$ cat src/rtl/load_store_unit.sv
// load_store_unit: RV32 load/store initiator for a word-organised data memory
// with no byte enables. Sub-word stores are done as read-modify-write.
// Optional feature macro: LSU_MISALIGN_CHECK_EN (when defined, misaligned
// halfword/word requests fault instead of being forced aligned).
module load_store_unit #(
  parameter int unsigned N = 32,
  parameter int unsigned A = 32
) (
  input  logic         clk,
  input  logic         rst,
  input  logic         req_valid,
  output logic         req_ready,
  input  logic         req_we,
  input  logic [2:0]   req_funct3,
  input  logic [A-1:0] req_addr,
  input  logic [N-1:0] req_wdata,
  output logic         resp_valid,
  output logic [N-1:0] resp_rdata,
  output logic         resp_misaligned,
  output logic         resp_illegal,
  output logic [A-1:0] mem_raddr,
  input  logic [N-1:0] mem_rdata,
  output logic [A-1:0] mem_waddr,
  output logic [N-1:0] mem_wdata,
  output logic         mem_we
);

  typedef enum logic [2:0] {IDLE, LOAD, RMW_RD, WRITE, RESP} state_t;

  state_t       state;
  logic [2:0]   f3_q;
  logic [1:0]   lane_q;
  logic [N-1:0] wdata_q;
  logic [A-1:0] word_idx;

  logic         req_illegal;
  logic         req_misaligned;
  logic         req_fault;
  logic [7:0]   byte_val;
  logic [15:0]  half_val;
  logic [4:0]   byte_sh;
  logic [4:0]   half_sh;
  logic [N-1:0] load_ext;
  logic [N-1:0] merged;

  // Both memory ports address the same word for the whole transaction.
  assign mem_raddr = word_idx;
  assign mem_waddr = word_idx;

  // Classify the incoming request (illegal funct3, misalignment).
  always_comb begin
    req_illegal    = 1'b0;
    req_misaligned = 1'b0;
    if (req_we) begin
      req_illegal = (req_funct3 > 3'd2);
    end else begin
      req_illegal = (req_funct3 == 3'b011) || (req_funct3[2:1] == 2'b11);
    end
`ifdef LSU_MISALIGN_CHECK_EN
    if (!req_illegal) begin
      case (req_funct3[1:0])
        2'b01:   req_misaligned = req_addr[0];
        2'b10:   req_misaligned = (req_addr[1:0] != 2'b00);
        default: req_misaligned = 1'b0;
      endcase
    end
`endif
    req_fault = req_illegal | req_misaligned;
  end

  // Lane extraction/extension for loads and lane merge for sub-word stores.
  // Forced alignment falls out naturally: halves use lane_q[1] only, words no lane.
  always_comb begin
    byte_sh  = {lane_q, 3'b000};
    half_sh  = {lane_q[1], 4'b0000};
    byte_val = 8'(mem_rdata >> byte_sh);
    half_val = lane_q[1] ? mem_rdata[31:16] : mem_rdata[15:0];
    case (f3_q)
      3'b000:  load_ext = {{(N-8){byte_val[7]}}, byte_val};
      3'b001:  load_ext = {{(N-16){half_val[15]}}, half_val};
      3'b100:  load_ext = {{(N-8){1'b0}}, byte_val};
      3'b101:  load_ext = {{(N-16){1'b0}}, half_val};
      default: load_ext = mem_rdata;
    endcase
    case (f3_q[1:0])
      2'b00:   merged = (mem_rdata & ~(N'(8'hFF) << byte_sh)) |
                        (N'(wdata_q[7:0]) << byte_sh);
      2'b01:   merged = (mem_rdata & ~(N'(16'hFFFF) << half_sh)) |
                        (N'(wdata_q[15:0]) << half_sh);
      default: merged = wdata_q;
    endcase
  end

  // Transaction FSM with registered request latch, memory and response outputs.
  always_ff @(posedge clk or posedge rst) begin
    if (rst) begin
      state           <= IDLE;
      req_ready       <= 1'b0;
      f3_q            <= 3'b000;
      lane_q          <= 2'b00;
      wdata_q         <= '0;
      word_idx        <= '0;
      mem_we          <= 1'b0;
      mem_wdata       <= '0;
      resp_valid      <= 1'b0;
      resp_rdata      <= '0;
      resp_misaligned <= 1'b0;
      resp_illegal    <= 1'b0;
    end else begin
      case (state)
        IDLE: begin
          req_ready <= 1'b1;
          if (req_valid && req_ready) begin
            req_ready <= 1'b0;
            f3_q      <= req_funct3;
            lane_q    <= req_addr[1:0];
            wdata_q   <= req_wdata;
            word_idx  <= {2'b00, req_addr[A-1:2]};
            if (req_fault) begin
              state           <= RESP;
              resp_valid      <= 1'b1;
              resp_rdata      <= '0;
              resp_misaligned <= req_misaligned;
              resp_illegal    <= req_illegal;
            end else if (!req_we) begin
              state <= LOAD;
            end else if (req_funct3[1:0] == 2'b10) begin
              state     <= WRITE;
              mem_we    <= 1'b1;
              mem_wdata <= req_wdata;
            end else begin
              state <= RMW_RD;
            end
          end
        end
        LOAD: begin
          state           <= RESP;
          resp_valid      <= 1'b1;
          resp_rdata      <= load_ext;
          resp_misaligned <= 1'b0;
          resp_illegal    <= 1'b0;
        end
        RMW_RD: begin
          state     <= WRITE;
          mem_we    <= 1'b1;
          mem_wdata <= merged;
        end
        WRITE: begin
          state           <= RESP;
          mem_we          <= 1'b0;
          resp_valid      <= 1'b1;
          resp_rdata      <= '0;
          resp_misaligned <= 1'b0;
          resp_illegal    <= 1'b0;
        end
        RESP: begin
          state      <= IDLE;
          resp_valid <= 1'b0;
          req_ready  <= 1'b1;
        end
        default: state <= IDLE;
      endcase
    end
  end

endmodule

$ cat config.mk
export PLATFORM = sky130hd
export DESIGN_NAME = load_store_unit
export DESIGN_NICKNAME = d
export VERILOG_FILES = /design/src/rtl/load_store_unit.sv
export SDC_FILE = /design/constraint.sdc
export NUM_CORES = 1
export LEC_CHECK = 0
export CAP_MARGIN = 20
export CORE_MARGIN = 1.5
export CORE_UTILIZATION = 69
export DETAILED_ROUTE_END_ITERATION = 6
export DONT_BUFFER_PORTS = 1
export PLACE_DENSITY = 0.84
export SETUP_SLACK_MARGIN = 0.2
export SLEW_MARGIN = 10
export SYNTH_ARGS = -nofsm -noshare
export SYNTH_HDL_FRONTEND = slang
export SYNTH_SLANG_ARGS = --single-unit
$ cat constraint.sdc
create_clock -name clk -period 14 [get_ports clk]
set_clock_uncertainty 0.15 [all_clocks]
set_input_delay 2.1 -clock clk [delete_from_list [all_inputs] [get_ports clk]]
set_output_delay 2.1 -clock clk [all_outputs]
set_load 0.005 [all_outputs]
=== Word level (Yosys, flattened, before mapping) ===
Index checks and enable logic that the tools add are counted.

* Add/sub/neg operators: 0
* Multiply operators: 0
* Div/mod/pow operators: 0
* Order comparisons: 1
* Eq/ne operators: 16
* Shift operators: 5
* Muxes and demuxes: 31
* Bitwise logic cells: 6
* Reduce and logical (&&, ||, !) cells: 18

{| class="wikitable"
|+ Operators with widths
! cell !! count
|-
| 32-bit two-way mux || 6
|-
| 32-bit one-hot mux with 2 select lines || 2
|-
| 32-bit one-hot mux with 4 select lines || 1
|-
| 32-bit one-hot mux with 3 select lines || 1
|-
| 32-bit bitwise AND || 2
|-
| 32-bit inverter || 2
|-
| 32-bit bitwise OR || 2
|-
| 16-bit by 5-bit left shift with 32-bit output || 1
|-
| 16-bit by 5-bit left shift with 32-bit output, first input constant || 1
|-
| 8-bit by 5-bit left shift with 32-bit output || 1
|-
| 8-bit by 5-bit left shift with 32-bit output, first input constant || 1
|-
| 32-bit by 5-bit >> shifter with 8-bit output || 1
|-
| 16-bit two-way mux || 1
|-
| 1-bit two-way mux || 11
|-
| 2-bit != test, second input constant || 5
|-
| 5-bit AND reduction || 2
|-
| 3-bit by 2-bit equality test with 1-bit output, second input constant || 3
|-
| 3-bit equality test, second input constant || 3
|-
| 3-bit one-hot mux with 3 select lines || 1
|-
| 3-bit AND reduction || 3
|-
| 3-bit nonzero test || 3
|-
| 3-bit by 1-bit equality test with 1-bit output, second input constant || 2
|-
| 3-bit logical NOT || 2
|-
| 3-bit two-way mux || 2
|-
| other kinds (12) || 18
|}

* Flip-flop bits (word level): 139
* Bits in latches: 0
* Bits in writable memories: 0
* Bits in read-only memories: 0
* Input bits: 103
* Output and inout bits: 133
* Logic and storage cells: 89
* Memories: 0

=== Longest topological paths before layout ===
Gate-level depths: netlist (run 1).

* Word-level depth: 6
* Gate-level depth with buffers: 6
* Gate-level depth less buffers: 4

=== Least setup slack after synthesis (run 1) ===
Ideal clock, no wire load.

* Path kind: input port to flip-flop
* Start: input mem_rdata[31]
* End: register resp_rdata[10]
* Setup time: 0.122 ns
* Arrival time: 3.153 ns
* Required time: 13.728 ns
* Path slack: 10.575 ns
* Stages on the path: 4
* Path buffers: 0
* Path through: mux4_2 > a21oi_2 > o21ai_0 > a32o_1

* Word-level cells in the longest chain between the ends: 3

{| class="wikitable"
|+ RTL lines
! element !! RTL line !! source
|-
| start, declared || 22 || <nowiki>input logic [N-1:0] mem_rdata,</nowiki>
|-
| 32-bit by 5-bit >> shifter with 8-bit output || 76 || <nowiki>byte_val = 8'(mem_rdata >> byte_sh);</nowiki>
|-
| 32-bit one-hot mux with 4 select lines || 78 || <nowiki>case (f3_q)</nowiki>
|-
| 32-bit one-hot mux with 3 select lines || 110 || <nowiki>case (state)</nowiki>
|-
| end signal, assigned || 139 || <nowiki>resp_rdata <= load_ext;</nowiki>
|-
| end, declared || 18 || <nowiki>output logic [N-1:0] resp_rdata,</nowiki>
|}

Every way passes these cells.
A chain may end at the register's enable or synchronous reset.

=== Worst setup path after layout (run 1) ===
* Start: register req_ready
* End: output req_ready

{| class="wikitable"
|+ RTL lines
! element !! RTL line !! source
|-
| start, declared || 12 || <nowiki>output logic req_ready,</nowiki>
|-
| start signal, assigned || 98 || <nowiki>req_ready <= 1'b0;</nowiki>
|-
| start signal, assigned || 112 || <nowiki>req_ready <= 1'b1;</nowiki>
|-
| start signal, assigned || 114 || <nowiki>req_ready <= 1'b0;</nowiki>
|}

No word-level cell between the ends.

==> metrics, run 1 <==
most common cell after layout, fill and taps aside=dfrtp_1; H-Tree Depth=4; nets=681; largest net degree at the start of global routing=90; Post-Layout Cell Count=724; row count=36; synthesized area=7000 um2; n_diodes=0; Clk network pwr share=22.3%; number of global-route vias before repair=5090; die height=104 um; pwr dens=263 nW/um2; Hold Crit Class=register to register; pre-CTS setup slack=10.21 ns; fraction of layout cells with a size suffix above 1=18.8%; Slew Viols, Final=0; wire per inst=24.2 um; Worst Path Arrival=0.97 ns; core area=9820 um2; metal2 WL=8210 um; RSZ-0062 raised after global routing=false; Int Power=1.18 mW; Comb power frac=36.9%; share of the synthesized area in the top cell type=49.3%; top post-synthesis cells by area=dfrtp_1 49%, mux2_2 9.0%, o21ai_0 4.4%; total power draw=1.92 mW; dpl hpwl=12100 um; Seq/Total Area, Yosys=49.3%; Detailed Route WL=17500 um; Tcrit/Tclk final=23.0%; Synth Warn #=0; Max-Cap Viols=0; Final setup viols=0; Reg clk slew, reported paths=0.06 ns; initial antenna violation count=0; placed cells=691; commonest non-fill, non-tap cells in the layout=137 x dfrtp_1, 62 x o21ai_0, 56 x mux2_2; Lkg Pwr=3.19 nW; register bit total from synthesis=138; gr ovfl total=0; status=finished, final reports clean; distinct cell type count of the synthesized netlist=57; DRT antenna net count=0; Psw=742 uW; syn_area_per_cell=11.1 um2; Clk Latency, worst-skew pair=0.52 ns; Post-CTS Setup Bufs=0; Resized Gates After CTS=0; DRT met1 WL=6930 um; Worst Path Class, Setup=register to output port; Switching Fraction=38.7%; Fmax=310 MHz; port bufs=0; Area growth syn-to-layout=4.09%; top routing layer used=met4; vias per cell=6.96; Worst Path Required=11.75 ns; area leader, netlist=dfrtp_1; Peak supply drop=0.196 mV; CTS Hold Bufs=0; max_slew headroom=29.3%; Root Driver=clkbuf_8; Reg power frac=40.9%; Tot GR Track Use=34.0%; post-route setup slack=10.78 ns; TritonCTS clock tree=yes; Synth Instances=629; crit end category=output port; drt drc=0; first-pass GRT wire length=28300 um; setup TNS=0 ns; die width=104 um; total iterations of the first detailed-routing run=5; routed vias=5042; minimum clock period=3.22 ns; # IOs=236; Worst-Margin Slew=1.06 ns; clock sinks=138; crit path max fanout=6; initial DRC count=411; CTS Buf Count=17; Startpoint Class=register; WL met3=1810 um; Fin. Hold Viols=0; Die Area=10800 um2; worst-case clock buffer depth=2; gpl congestion=0.844; initial core utilization=71.3%; final-layout fill cell count=689
[state kept, by name, indices dropped and copies added (netlist names)]
| name | cells |
|---|---|
| state | 3 |
| resp_valid | 1 |
| req_ready | 1 |
| f3_q | 3 |
| wdata_q | 32 |
| lane_q | 2 |
| resp_illegal | 1 |
| resp_rdata | 32 |
| mem_we | 1 |
| mem_wdata | 32 |
| mem_raddr | 30 |
[power groups by stage]
stage          registers, mW  logic [mW]  clock network (mW)
2_1_floorplan          0.711       0.678                   0
3_3_place_gp           0.778       0.659                   0
3_5_place_dp           0.785       0.694                   0
4_1_cts                0.782       0.698               0.431
5_1_grt                0.808       0.776               0.451
6_report               0.784       0.708               0.427
[worst reg2reg max path, delay by kind of cell (launching register included)]
family,cells,cell delay (ns)
compound gates,2,1.08
flops,1,0.76
simple gates,2,0.65
[cells in the mapped netlist (all sizes together)]
cell type and number:
a32o 5, a221o 25, a22oi 8, nand3b 7
mux2i 23, buf 64, o22ai 15, o2111a 9
a211o 15, nor3 8, and4bb 1, a2bb2oi 1
clkbuf 16, a22o 2, nand2b 10, inv 19
nor2 13, and3b 1, nor2b 2, and2 1
o41a 1, nor4 1, conb 1, or2 4
nand3 1, nor4bb 1, o2111ai 1, nor3b 1
or3 2, mux2 60, o21ai 66, a21oi 31
mux4 1, dfrtp 138, o21a 1, nand2 44
and3 17, a221oi 6, a21o 5, o41ai 2
[kinds of logic after synthesis]
logic type             count (synthesis)  synth area share, %
AOI/OAI and AO/OA                    193                 19.4
buffers and inverters                 99                 8.47
DFF                                  138                 49.3
muxes                                 84                 13.3
other                                  1               0.0536
and+or+nand+nor                      114                 9.45
[cell type report]
cell class	instances	area [um2]	share of cell area, %
clock buffers	25	474	6.51
clock inverters	7	90.1	1.24
inverters	19	76.3	1.05
multi-input cells	396	2970	40.8
flip-flops and latches	138	3450	47.4
well taps	133	166	2.28
repair buffers	6	52.6	0.721
[stage by stage]
step	hold WS [ns]	util, %	cell area [um2]
2_1_floorplan	0.317	-	7020
3_3_place_gp	0.340	68.3	6700
3_5_place_dp	0.347	68.3	6700
4_1_cts	0.360	74.0	7270
5_1_grt	0.376	74.2	7290
6_report	0.357	74.2	7290
[routing by layer]
metal | GRT usage, % | up-vias
met1 | 44.6 | 2486
met5 | 0 | -
met2 | 52.7 | 336
met3 | 11.8 | 41
li1 | - | 2179
met4 | 12.8 | 0
[final timing paths]
check / startpoint / endpoint / slack [ns] / cells after the start
worst max-delay path: req_ready / req_ready / 10.78 / 0
worst min-delay path: wdata_q[31] / wdata_q[31] / 0.36 / 1
worst max register to register: lane_q[0] / resp_rdata[3] / 11.23 / 4
worst min register to register: wdata_q[31] / wdata_q[31] / 0.36 / 1
max in group asynchronous: rst / f3_q[1] / 11.10 / 2
min in group asynchronous: rst / mem_raddr[25] / 1.45 / 1
(Power assumes the default switching activity.)
==> inputs of run 2 (changes only) <==
Settings changed: CORE_UTILIZATION 69 to 58, PLACE_DENSITY 0.84 to 0.75.
Clock period 14 ns to 2.85 ns, I/O delays scaled along.
==> run 2 against run 1 <==
Against the previous run:
- count of clock-buffer cells in the layout down 5
- cell count up 12%
- worst setup slack worse by 10 ns
- critical path depth up 5
- power rose to 5.2 times the previous value
- via count up 7.9%
- combinational power rose to 5.0 times the previous value
- die area up 18%
- critical path type is now register to register
==> metrics, run 2 (synthesis results as in run 1) <==
Peak supply drop=0.933 mV; H-Tree Depth=4; hold-critical path depth=1; Root Driver=clkbuf_16; Final setup viols=0; commonest non-fill, non-tap cells in the layout=137 x dfrtp_1, 75 x dlygate4sd3_1, 62 x o21ai_0; top routing layer used=met4; R2R cell count=5; slowest CP cell=dfrtp_1; Tcrit/Tclk final=83.2%; initial antenna violation count=0; vias per cell=6.68; drt drc=0; minimum clock period=2.37 ns; crit end category=register; initial core utilization=60.3%; RSZ-0062 raised after global routing=false; DP Area=6790 um2; top flop regs=mem_wdata x32, resp_rdata x32, wdata_q x32; Worst Path Required=2.98 ns; most common cell after layout, fill and taps aside=dfrtp_1; n_diodes=0; r2r setup slk=0.48 ns; final-layout fill cell count=816; gpl congestion=0.918; Hold Crit Class=input pin to register; port bufs=0; dpl hpwl=12900 um; row count=39; setup TNS=0 ns; initial DRC count=532; Startpoint Class=register; core area=11600 um2; origin of the critical flop-to-flop path=f3_q[0]; Top delay family on crit path=compound AO/OA/AOI/OAI gates; Resized Gates After CTS=0; gr ovfl total=0; # IOs=236; Slew Viols, Final=0; number of global-route vias before repair=5413; CP cell instances=nand2b_1 -> a21oi_1 -> buf_4 -> mux2i_1 -> o21ai_0; status=finished, final reports clean; wire per inst=24.2 um; Clk Latency, worst-skew pair=0.42 ns; Max-Cap Viols=0; metal2 WL=9290 um; Worst Hold Launch=req_wdata[10]; clock sinks=138; TritonCTS clock tree=yes; max_slew headroom=37.8%; total iterations of the first detailed-routing run=5; FF/Latch Area=3450 um2; Worst Path Arrival=2.50 ns; Tot GR Track Use=31.5%; total power draw=9.97 mW; largest net degree at the start of global routing=70; Reg clk slew, reported paths=0.06 ns; Worst-Margin Slew=0.926 ns; first-pass GRT wire length=30400 um; die height=113 um; Detailed Route WL=19700 um; die width=113 um; WL met3=1790 um; crit-path max cell delay=0.52 ns; DRT antenna net count=0; routed vias=5438; Area growth syn-to-layout=17.4%; Min Hold Slack=0.00943 ns; DRT met1 WL=7760 um; fraction of layout cells with a size suffix above 1=17.9%; Fmax=422 MHz; multi-input logic area=2970 um2; worst-case clock buffer depth=2; CTS Buf Count=17; pwr dens=1210 nW/um2; Buf+Inv Stages, Crit Path=1; Worst R2R End=mem_wdata[6]; Worst Path Class, Setup=register to register; final instance area=8220 um2; crit path max fanout=16; Lkg Pwr=3.58 nW; Fin. Hold Viols=0; nets=761; hold path endpoint=wdata_q[10]; Die Area=12700 um2
-- run 2: cell count changes in the layout (fill, tap and decap cells not counted) --
cell,delta
clkbuf_16,+1
bufinv_16,+3
inv_6,-1
clkbuf_8,-1
buf_4,+2
a21oi_2,-1
clkbuf_1,-5
dlygate4sd3_1,+75
a21oi_1,+1
buf_12,+3
clkinv_2,+1
clkinvlp_4,+1
clkinv_4,+1
-- run 2: what timing repair did --
| action | 4_1_cts | 5_1_grt |
|---|---|---|
| hold endpoints to repair | 105 | 3 |
| hold buffers | 72 | 3 |
| endpoints found under the setup margin | 0 | 0 |
| setup buffers | 0 | 0 |
-- run 2: metrics by stage --
step	cells	util [%]	setup slack, ns
floorplan	633	-	0.551
global placement	706	58.5	0.637
detailed placement	706	58.5	0.564
CTS	810	70.4	0.549
global route	814	70.7	0.295
finish	814	70.7	0.479
-- run 2: how the worst max path moves through the flow --
stage / cells after the start / to / slack [ns] / start
finish: 5 / mem_wdata[6] / 0.48 / f3_q[0]
global route: 5 / mem_wdata[6] / 0.29 / f3_q[0]
CTS: 4 / mem_wdata[23] / 0.55 / state[0]
detailed placement: 5 / mem_wdata[2] / 0.56 / f3_q[0]
global placement: 5 / mem_wdata[10] / 0.64 / lane_q[1]
floorplan: 1 / f3_q[0] / 0.55 / rst
-- run 2: final cells by class --
type,instances,share of cell area [%]
clock inverters,12,2.36
well taps,143,2.18
multi-input cells,396,36.1
inverters,19,0.914
clock buffers,20,5.68
repair buffers,86,10.7
flip-flops and latches,138,42.0
-- run 2: per-layer routing --
metal | up-vias | track usage (%)
met5 | - | 0
met4 | 0 | 17.6
met3 | 72 | 9.43
met2 | 342 | 48.9
met1 | 2680 | 39.7
li1 | 2344 | -
-- run 2: where the power goes --
group	total [mW]	switching (mW)	internal [mW]	leakage [nW]
logic	3.57	1.88	1.69	1.58
registers	3.95	1.07	2.89	1.68
clock network	2.44	0.828	1.62	0.322
==> inputs of run 3 (changes only) <==
Settings changed: CORE_UTILIZATION 58 to 64, PLACE_DENSITY 0.75 to 0.79.
Clock period 2.85 ns to 2.3 ns, I/O delays scaled along.
==> run 3 against run 2 <==
Against the previous run:
- worst setup slack lost 0.29 ns
- core utilization grew 8.3 points
- sequential power grew 24%
- non-clock buffer count grew 32
- critical path depth shrank 2
- via count grew 7.8%
- die area shrank 9.1%
- first-iteration DRC count grew 36%
- final area grew 3.4%
- critical endpoint is now resp_rdata[17]
- largest cell class unchanged
- highest routed layer unchanged
==> metrics, run 3 (synthesis results as in run 1) <==
number of global-route vias before repair=5751; Detailed Route WL=21600 um; crit-path max cell delay=0.57 ns; hold path endpoint=mem_wdata[11]; Post-Layout Cell Count=844; initial core utilization=65.1%; Worst R2R End=resp_rdata[17]; vias per cell=6.94; commonest non-fill, non-tap cells in the layout=134 x dfrtp_1, 102 x dlygate4sd3_1, 62 x o21ai_0; Clk Latency, worst-skew pair=0.52 ns; pwr dens=1460 nW/um2; setup TNS=0 ns; r2r setup slk=0.19 ns; TritonCTS clock tree=yes; Worst Path Class, Setup=register to register; largest net degree at the start of global routing=139; status=finished, final reports clean; Psw=4.95 mW; Die Area=11600 um2; total iterations of the first detailed-routing run=6; first-pass GRT wire length=31600 um; post-route setup slack=0.186 ns; Tcrit/Tclk final=91.9%; Slew Viols, Final=0; Lkg Pwr=3.68 nW; Final setup viols=0; gpl congestion=0.955; wire per inst=25.6 um; Area growth syn-to-layout=21.4%; Worst Hold Launch=mem_rdata[11]; Finished Core Util=79.1%; routed vias=5860; Root Driver=clkbuf_8; Max-Cap Viols=0; H-Tree Depth=4; crit end category=register; row count=38; minimum clock period=2.11 ns; slowest CP cell=o41a_4; Buf+Inv Stages, Crit Path=0; Hold Crit Class=input pin to register; DRT antenna net count=0; initial antenna violation count=0; Startpoint Class=register; Reg clk slew, reported paths=0.06 ns; die height=108 um; max_slew headroom=51.8%; n_diodes=0; hold-critical path depth=3; placed cells=708; origin of the critical flop-to-flop path=state[2]; gr ovfl total=0; nets=795; Int Power=7.43 mW; Fmax=473 MHz; crit path max fanout=9; final-layout fill cell count=644; Top delay family on crit path=compound AO/OA/AOI/OAI gates; most common cell after layout, fill and taps aside=dfrtp_1; Tot GR Track Use=36.5%; RSZ-0062 raised after global routing=true; Switching Fraction=40.0%; Clk network pwr share=21.1%; dpl hpwl=12500 um; top flop regs=mem_wdata x32, resp_rdata x32, wdata_q x32; Reg power frac=39.5%; worst-case clock buffer depth=2; CTS Buf Count=17; core area=10700 um2; R2R cell count=3; Fin. Hold Viols=0; drt drc=0; pre-CTS setup slack=0.128 ns; CP cell instances=or2_1 -> o41a_4 -> a221o_1; port bufs=0; Worst-Margin Slew=0.723 ns; Worst Path Arrival=2.35 ns; Peak supply drop=0.764 mV; Worst Path Required=2.53 ns; initial DRC count=724; # IOs=236; die width=108 um; fraction of layout cells with a size suffix above 1=19.0%; Comb power frac=39.4%; clock sinks=138
## run 3: cell types whose count changed in the layout (fill, tap and decap cells not counted), sizes merged
cell / change
buf: +5
bufinv: -3
clkinv: +1
dlygate4sd3: +27
o41a: +2
inv: +1
## run 3: worst max path at each step
stage	startpoint	endpoint	slack, ns	depth (start not counted)
floorplan	rst	f3_q[0]	0.08	1
global placement	state[2]	mem_wdata[17]	0.23	4
detailed placement	state[2]	mem_wdata[18]	0.13	4
CTS	state[2]	mem_wdata[18]	0.22	4
global route	state[2]	resp_rdata[17]	0.19	3
finish	state[2]	resp_rdata[17]	0.19	3
## run 3: power by group through the flow
stage / logic, mW / registers, mW / clock network, mW
4_1_cts: 4.56 / 4.81 / 2.64
3_3_place_gp: 4.13 / 4.79 / 0
6_report: 4.88 / 4.88 / 2.62
3_5_place_dp: 4.33 / 4.84 / 0
2_1_floorplan: 4.13 / 4.33 / 0
5_1_grt: 5.22 / 5.00 / 2.77
## run 3: per-layer routing
| metal | track usage [%] | up-vias | part of all wire [%] |
|---|---|---|---|
| met1 | 43.6 | 2917 | 35 |
| met5 | 0 | - | 0 |
| met4 | 17.6 | 0 | 5.4 |
| met3 | 10.9 | 96 | 9.9 |
| met2 | 60.3 | 427 | 49 |
| li1 | - | 2420 | - |
## run 3: repair_timing
action | 4_1_cts | 5_1_grt
cloned | 0 | 2
pin swaps | 0 | 2
resized for setup | 3 | 13
endpoints found under the hold margin | 271 | 0
hold buffers | 102 | 0
setup endpoints to repair | 18 | 50
buffers inserted | 0 | 1
## run 3: stage by stage
step,hold WS [ns],cell area (um2),total power [mW]
final,0.0175,8500,12.4
after global routing,0.0342,8500,13.0
after CTS,0.00724,8410,12.0
after detailed placement,0.321,6810,9.17
after global placement,0.318,6810,8.92
after floorplan,0.312,7020,8.45
## run 3: worst min-delay path, delay by kind of cell
family | cells | cell delay [ns]
and+or+nand+nor | 1 | 0.03
AOI/OAI and AO/OA | 2 | 0.27
## run 3: cell type report
| type | instances | area [um2] | area share [%] |
|---|---|---|---|
| repair buffers | 118 | 1190 | 14.0 |
| flip-flops and latches | 138 | 3460 | 40.7 |
| well taps | 140 | 175 | 2.06 |
| clock inverters | 11 | 121 | 1.43 |
| inverters | 19 | 75.1 | 0.884 |
| clock buffers | 20 | 445 | 5.24 |
| multi-input cells | 398 | 3030 | 35.7 |
